`src/rtl/ring_arbiter.sv`:
```
// Four-requester round-robin arbiter. It grants one requester at a time and
// releases on done, on the owner dropping its request, or after MAX_HOLD cycles.
module ring_arbiter #(
  parameter int unsigned MAX_HOLD = 16
) (
  input  logic       clk,
  input  logic       reset,
  input  logic       enable,
  input  logic [3:0] req,
  input  logic       done,
  output logic [3:0] gnt,
  output logic       gnt_valid,
  output logic [1:0] gnt_id,
  output logic       timeout,
  output logic [3:0] ptr
);

  typedef enum logic {IDLE, BUSY} state_e;

  localparam logic [5:0] HOLD_LIMIT = 6'(MAX_HOLD);

  state_e     state_q, state_d;
  logic [3:0] gnt_q, gnt_d;
  logic       valid_q, valid_d;
  logic [1:0] id_q, id_d;
  logic       timeout_q, timeout_d;
  logic [3:0] ptr_q, ptr_d;
  logic [5:0] hold_q, hold_d;

  logic [1:0] ptr_idx;
  logic [1:0] sel_idx;
  logic       sel_found;
  logic       owner_req;
  logic       at_limit;
  logic       release_now;

  // Search starts at the pointer position; the 2-bit index sum wraps 3 -> 0.
  always_comb begin
    ptr_idx   = 2'd0;
    sel_idx   = 2'd0;
    sel_found = 1'b0;
    for (int i = 0; i < 4; i++) begin
      if (ptr_q[i]) ptr_idx = 2'(i);
    end
    for (int k = 0; k < 4; k++) begin
      if (!sel_found && req[ptr_idx + 2'(k)]) begin
        sel_found = 1'b1;
        sel_idx   = ptr_idx + 2'(k);
      end
    end
  end

  assign owner_req   = req[id_q];
  assign at_limit    = (hold_q == HOLD_LIMIT);
  assign release_now = done || !owner_req || at_limit;

  always_comb begin
    // NOTE: every next-state signal gets a default first so no path infers a latch.
    state_d   = state_q;
    gnt_d     = gnt_q;
    valid_d   = valid_q;
    id_d      = id_q;
    ptr_d     = ptr_q;
    hold_d    = hold_q;
    timeout_d = 1'b0;
    unique case (state_q)
      IDLE: begin
        if (enable && sel_found) begin
          state_d = BUSY;
          gnt_d   = 4'b0001 << sel_idx;
          valid_d = 1'b1;
          id_d    = sel_idx;
          hold_d  = 6'd1;
        end
      end
      BUSY: begin
        if (release_now) begin
          state_d   = IDLE;
          gnt_d     = 4'b0000;
          valid_d   = 1'b0;
          id_d      = 2'd0;
          hold_d    = 6'd0;
          ptr_d     = {gnt_q[2:0], gnt_q[3]};
          // A simultaneous done or request drop counts as a normal release.
          timeout_d = at_limit && !done && owner_req;
        end else begin
          hold_d = hold_q + 6'd1;
        end
      end
      default: state_d = IDLE;
    endcase
  end

  always_ff @(posedge clk) begin
    // NOTE: sequential state uses non-blocking assignments so all registers update together.
    if (reset) begin
      state_q   <= IDLE;
      gnt_q     <= 4'b0000;
      valid_q   <= 1'b0;
      id_q      <= 2'd0;
      timeout_q <= 1'b0;
      ptr_q     <= 4'b0001;
      hold_q    <= 6'd0;
    end else begin
      state_q   <= state_d;
      gnt_q     <= gnt_d;
      valid_q   <= valid_d;
      id_q      <= id_d;
      timeout_q <= timeout_d;
      ptr_q     <= ptr_d;
      hold_q    <= hold_d;
    end
  end

  assign gnt       = gnt_q;
  assign gnt_valid = valid_q;
  assign gnt_id    = id_q;
  assign timeout   = timeout_q;
  assign ptr       = ptr_q;

endmodule

```
`config.mk`:
```
export PLATFORM = sky130hd
export DESIGN_NAME = ring_arbiter
export DESIGN_NICKNAME = d
export VERILOG_FILES = /design/src/rtl/ring_arbiter.sv
export SDC_FILE = /design/constraint.sdc
export NUM_CORES = 1
export LEC_CHECK = 0
export ABC_AREA = 1
export ABC_CLOCK_PERIOD_IN_PS = 1900
export CAP_MARGIN = 10
export CORE_ASPECT_RATIO = 1.4
export CORE_MARGIN = 8
export CORE_UTILIZATION = 51
export CTS_BUF_LIST = sky130_fd_sc_hd__clkbuf_8
export CTS_CLUSTER_DIAMETER = 30
export CTS_CLUSTER_SIZE = 10
export DETAILED_ROUTE_END_ITERATION = 6
export DONT_BUFFER_PORTS = 1
export PLACE_DENSITY = 0.66
export SLEW_MARGIN = 20
export SYNTH_ARGS = -nofsm -noshare
export SYNTH_HDL_FRONTEND = slang
export SYNTH_SLANG_ARGS = --single-unit
```
`constraint.sdc`:
```
create_clock -name clk -period 1.9 [get_ports clk]
set_input_delay 0.285 -clock clk [delete_from_list [all_inputs] [get_ports clk]]
set_output_delay 0.285 -clock clk [all_outputs]
set_load 0.01 [all_outputs]
```
### After elaboration in Yosys (flattened, before gate mapping)

Cells that the tools add are included.

* add/sub/neg operators: 4
* multipliers: 0
* div/mod/pow operators: 0
* $lt $le $gt $ge: 5
* equal/unequal tests: 3
* shift-type cells: 1
* mux-type cells: 36
* bitwise logic cells: 2
* reductions and logical operators: 16

Operators with widths (number)
* 2-bit two-way mux: 8
* 2-bit by 3-bit less-than comparator with 1-bit output, second input constant: 5
* 1-bit two-way mux: 14
* 6-bit two-way mux: 2
* 6-bit case mux with 2 select lines: 1
* 1-bit binary-select mux with 2-bit select: 5
* 4-bit two-way mux: 2
* 4-bit case mux with 2 select lines: 1
* 6-bit by 1-bit adder with 6-bit output, second input constant: 1
* 6-bit by 5-bit equality test with 1-bit output, second input constant: 1
* 1-bit logical AND: 6
* 1-bit zero test: 5
* 2-bit adder, second input constant: 2
* 1-bit case mux with 2 select lines: 2
* 2-bit case mux with 2 select lines: 1
* 2-bit AND reduction: 2
* 1-bit by 2-bit left shift with 4-bit output, first input constant: 1
* 3-bit OR reduction: 1
* 2-bit by 1-bit adder with 2-bit output, second input constant: 1
* 1-bit logical OR: 2
* 2-bit by 1-bit != test with 1-bit output, second input constant: 1
* 2-bit != test, second input constant: 1
* 1-bit inverter: 2

* bits in registers: 19
* latch bits: 0
* RAM bits: 0
* ROM bits: 0
* input port bits: 8
* memories: 0

### Logic depth before layout (Yosys ltp)

* depth in word-level cells: 18
* gate-level depth with buffers: 13

### Least setup slack after synthesis

OpenSTA, ideal clock, no wires.

* path type: flip-flop to flip-flop
* from: reg ptr_q[2], in the netlist ptr[2]
* to: reg hold_q[2]
* library setup time: 0.069 ns
* arrival time: 1.442 ns
* required time: 1.831 ns
* setup slack: 0.389 ns
* stages on the path, launching flop included: 13
* buffers on the path: 0
* period minus slack after synthesis: 1.511 ns
* path through: dfxtp_1 inv_2 nand2_4 nand2_4 nand2_2 nand2_4 nor2_8 nand3_4 nand2_4 inv_4 nor2_8 nand2_2 a21oi_2

* longest elaborated chain between the ends: 16
* elaborated cells on any way between the ends: 25
* classes of those cells: 3 x add/sub; 1 x eq/ne; 14 x mux; 7 x reduce/logical

Ends and longest elaborated chain
* start, declared: RTL line 27 `logic [3:0] ptr_q, ptr_d;`
* start signal, assigned: RTL line 110 `ptr_q <= ptr_d;`
* 2-bit two-way mux (*) (2 in a row): RTL line 43 `if (ptr_q[i]) ptr_idx = 2'(i);`
* parallel branches: the longest is 11 deep, another holds 2-bit by 1-bit adder with 2-bit output
* 1-bit two-way mux (*): RTL line 46 `if (!sel_found && req[ptr_idx + 2'(k)]) begin`
* 1-bit logical AND (*): RTL line 68 `if (enable && sel_found) begin`
* 2-bit != test (no line) (*)
* end signal, assigned: RTL line 111 `hold_q <= hold_d;`
* end, declared: RTL line 28 `logic [5:0] hold_q, hold_d;`

Every way passes the cells marked *. The select of a mux whose other input is x is not followed.
A chain may end at the register's enable or synchronous reset.

### Worst setup path after layout

* from: reg ptr_q[2], in the netlist ptr[2]
* to: reg gnt_q[0], in the netlist gnt[0]

* longest elaborated chain between the ends: 17
* elaborated cells on any way between the ends: 33
* classes of those cells: 3 x add/sub; 1 x eq/ne; 1 x shift; 20 x mux; 8 x reduce/logical

Ends and longest elaborated chain
* 2-bit two-way mux (*) (2 in a row): RTL line 43
* parallel branches: the longest is 15 deep, another holds 2-bit by 1-bit adder with 2-bit output
* end signal, assigned: RTL line 106 `gnt_q <= gnt_d;`
* end, declared: RTL line 23 `logic [3:0] gnt_q, gnt_d;`

Marks and branches as above.

==> flow_metrics.py <==
metrics = {
    "sta": {
        "setup_ws_ns": 0.227,
        "rsz0062_at_grt": "no",
        "fin_crit_sh_pct": 88.1,
        "setup_viol": 0,
        "final-max-slew-violation-count": 0,
        "finClkSkew_ns": 0.00383,
        "slew_headroom_pct": 73.5,
        "min_period_ns": 1.67,
        "final.setup.tns_ns": 0,
        "worstMarginPinSlew_ns": 0.396,
        "fmax_mhz": 598,
        "hold_violations": 0,
    },
    "power_and_ir_drop": {
        "ir_drop_mv": 0.625,
        "cellPowerDensity_mw_per_mm2": 955,
        "p_leak_uw": 0.000595,
    },
    "grt": {
        "grt_pass1_vias": 1136,
        "grt_start_max_net_pins": 16,
        "grt-ovfl-total": 0,
        "grt_first_pass_wirelength_um": 4870,
        "grt_util_all_layers_pct": 14.2,
        "antenna_found_initial": 0,
    },
    "layout": {
        "design_area_mm2": 0.00135,
        "diodes": 0,
        "final_cell_mix": "nand2_1, nand3_1, inv_1, dfxtp_1, a21oi_1",
        "layout-drive-gt1-share_pct": 21.3,
        "area_growth_pct": 6.65,
        "final_common_cell": "nand2_1",
        "fin_nets": 194,
    },
    "detailed_routing": {
        "ant_nets": 0,
        "drcViolationCount": 0,
        "first_pass_iters": 5,
        "num_vias": 1163,
        "via_per_inst": 5.65,
        "drt_iter0_markers": 18,
        "wire_per_inst_um": 13.7,
        "wirelength_um": 2820,
    },
    "synthesis": {
        "netlist_area_mm2": 0.00126,
        "synth.distinct_cells": 25,
        "yosysWarnings": 0,
        "syn_avg_cell_area_um2": 7.05,
        "syn_nets": 189,
        "ys_ff_latch": 19,
        "netlist_instances": 179,
        "synth-seq-area-share_pct": 30.2,
    },
    "floorplanning": {
        "fp.dieH_um": 74.8,
        "initial_core_util_pct": 53.3,
        "rows": 21,
        "num_io_pins": 20,
        "core_mm2": 0.00236,
        "chipWidth_um": 58.0,
        "die_area_mm2": 0.00434,
    },
    "clocking": {
        "cts-root-buf": "clkbuf_8",
        "clk_path_buf_depth": 2,
        "cts_tree": "done",
        "cts_htree_levels": 1,
        "post_cts_buffers": 0,
        "clock_latency_ns": 0.25,
        "clock_sinks": 19,
        "cts_made_buffers": 3,
        "path_clk_slew_ns": 0.07,
    },
    "placement": {
        "placed_area_mm2": 0.00130,
        "portBuffers": 0,
        "post-dp-hpwl_um": 2320,
        "dp_slack_ns": 0.154,
        "finalWeightedCongestion": 0.889,
    },
    "worst_hold_path": {
        "hp-class": "primary input to flip-flop",
        "min_from": "reset",
    },
    "worst_setup_path": {
        "cp-start-kind": "flip-flop",
        "critical_path.cell_chain": "inv_2 -> nand2_4 -> nand2_4 -> nand2_2 -> nand2_4 -> nor2_8 -> nand4_1 -> nand3_1 -> inv_1 -> nand3_1 -> a21oi_1",
        "cp_common_cell": "nand2_4",
        "crit_start": "ptr[2]$_SDFFE_PP0P_",
        "crit_fanout": 8,
        "endpoint_kind": "flip-flop",
        "critPathMaxStageDelay_ns": 0.40,
        "cp.arrival_ns": 1.82,
        "cp.required_ns": 2.05,
        "r2r_start": "ptr[2]$_SDFFE_PP0P_",
        "critPathSlowestCell": "dfxtp_2",
        "path_class": "flip-flop to flip-flop",
    },
    "status": {
        "status": "completed",
    },
    "run": {
        "max_cap_viol_count": 0,
    },
}
-- cell usage after synthesis, drive strengths merged --
cell type / n / share of area, %
a21oi: 15 / 7.4
a31o: 1 / 0.69
buf: 1 / 0.40
clkbuf: 1 / 0.30
dfxtp: 19 / 30
ha: 2 / 2.0
inv: 21 / 6.4
nand2: 55 / 22
nand3: 38 / 16
nand4: 4 / 2.0
nor2: 9 / 5.9
nor3: 2 / 0.79
nor4: 1 / 0.50
o211ai: 1 / 0.60
o21ai: 7 / 3.1
xor2: 2 / 1.4
-- worst max-delay path: cells and delay by family, from the launching register on --
family / cells / cell delay, ns
buf+inv: 2 / 0.15
flops: 1 / 0.40
simple gates: 8 / 0.96
compound gates: 1 / 0.06
-- layer usage --
metal | part of all wire (%) | up-vias | track usage [%] | wire, µm
met3 | 5.2 | 13 | 3.42 | 146
met2 | 52 | 27 | 25.1 | 1470
met1 | 39 | 519 | 14.7 | 1090
li1 | - | 604 | - | -
met5 | 0 | - | 0 | 0
met4 | 4.2 | 0 | 9.02 | 118
-- through the flow --
stage / util [%] / hold WS, ns / power [µW] / std cells
6_report: 56.9 / 0.0805 / 1280 / 206
3_5_place_dp: 54.8 / 0.352 / 1020 / 202
5_1_grt: 56.9 / 0.0657 / 1390 / 206
4_1_cts: 56.8 / 0.0768 / 1300 / 206
3_3_place_gp: 54.8 / 0.351 / 1010 / 202
2_1_floorplan: - / 0.354 / 921 / 179
-- final timing paths --
path / to / depth (start not counted) / slack (ns)
worst max-delay path: gnt[0]$_SDFFE_PP0P_ / 11 / 0.23
worst min-delay path: hold_q[2]$_SDFFE_PP0P_ / 1 / 0.08
worst max register to register: gnt[0]$_SDFFE_PP0P_ / 11 / 0.23
worst min register to register: hold_q[5]$_SDFFE_PP0P_ / 2 / 0.48
-- sequential cells by signal, indices dropped and copies added, names as in the netlist --
signal     count
state_q        1
hold_q         6
timeout        1
gnt_valid      1
gnt_id         2
gnt            4
ptr            4
-- power breakdown --
group / leakage (µW) / internal, µW / switching [µW]
combinational: 0.000414 / 168 / 332
clock: 0.0000255 / 146 / 131
sequential: 0.000156 / 443 / 65.2
total: 0.000595 / 757 / 528
-- final cells by class --
| class | count | area (µm²) |
|---|---|---|
| Clock inverter | 1 | 5.00 |
| Multi-Input combinational cell | 137 | 791 |
| Clock buffer | 3 | 41.3 |
| Fill cell | 233 | 1020 |
| Inverter | 21 | 81.3 |
| Tap cell | 23 | 28.8 |
| Timing Repair Buffer | 2 | 15.0 |
| Sequential cell | 19 | 383 |
-- logic make-up (layout without fill, tap and decap cells) --
kind of cell / Yosys count / in the layout / share of synthesized area (%)
adders and majority gates: 2 / 2 / 1.98
buffers and inverters: 23 / 27 / 7.14
AOI/OAI and AO/OA: 24 / 24 / 11.8
DFF: 19 / 19 / 30.2
xor gates and xnor gates: 2 / 2 / 1.39
and+or+nand+nor: 109 / 109 / 47.5
-- what timing repair did --
action | 4_1_cts | 5_1_grt
hold buffers | 0 | 0
gates resized for setup | 0 | 2
endpoints found under the hold margin | 0 | 0
endpoints found under the setup margin | 0 | 1
(Power assumes the default switching activity.)
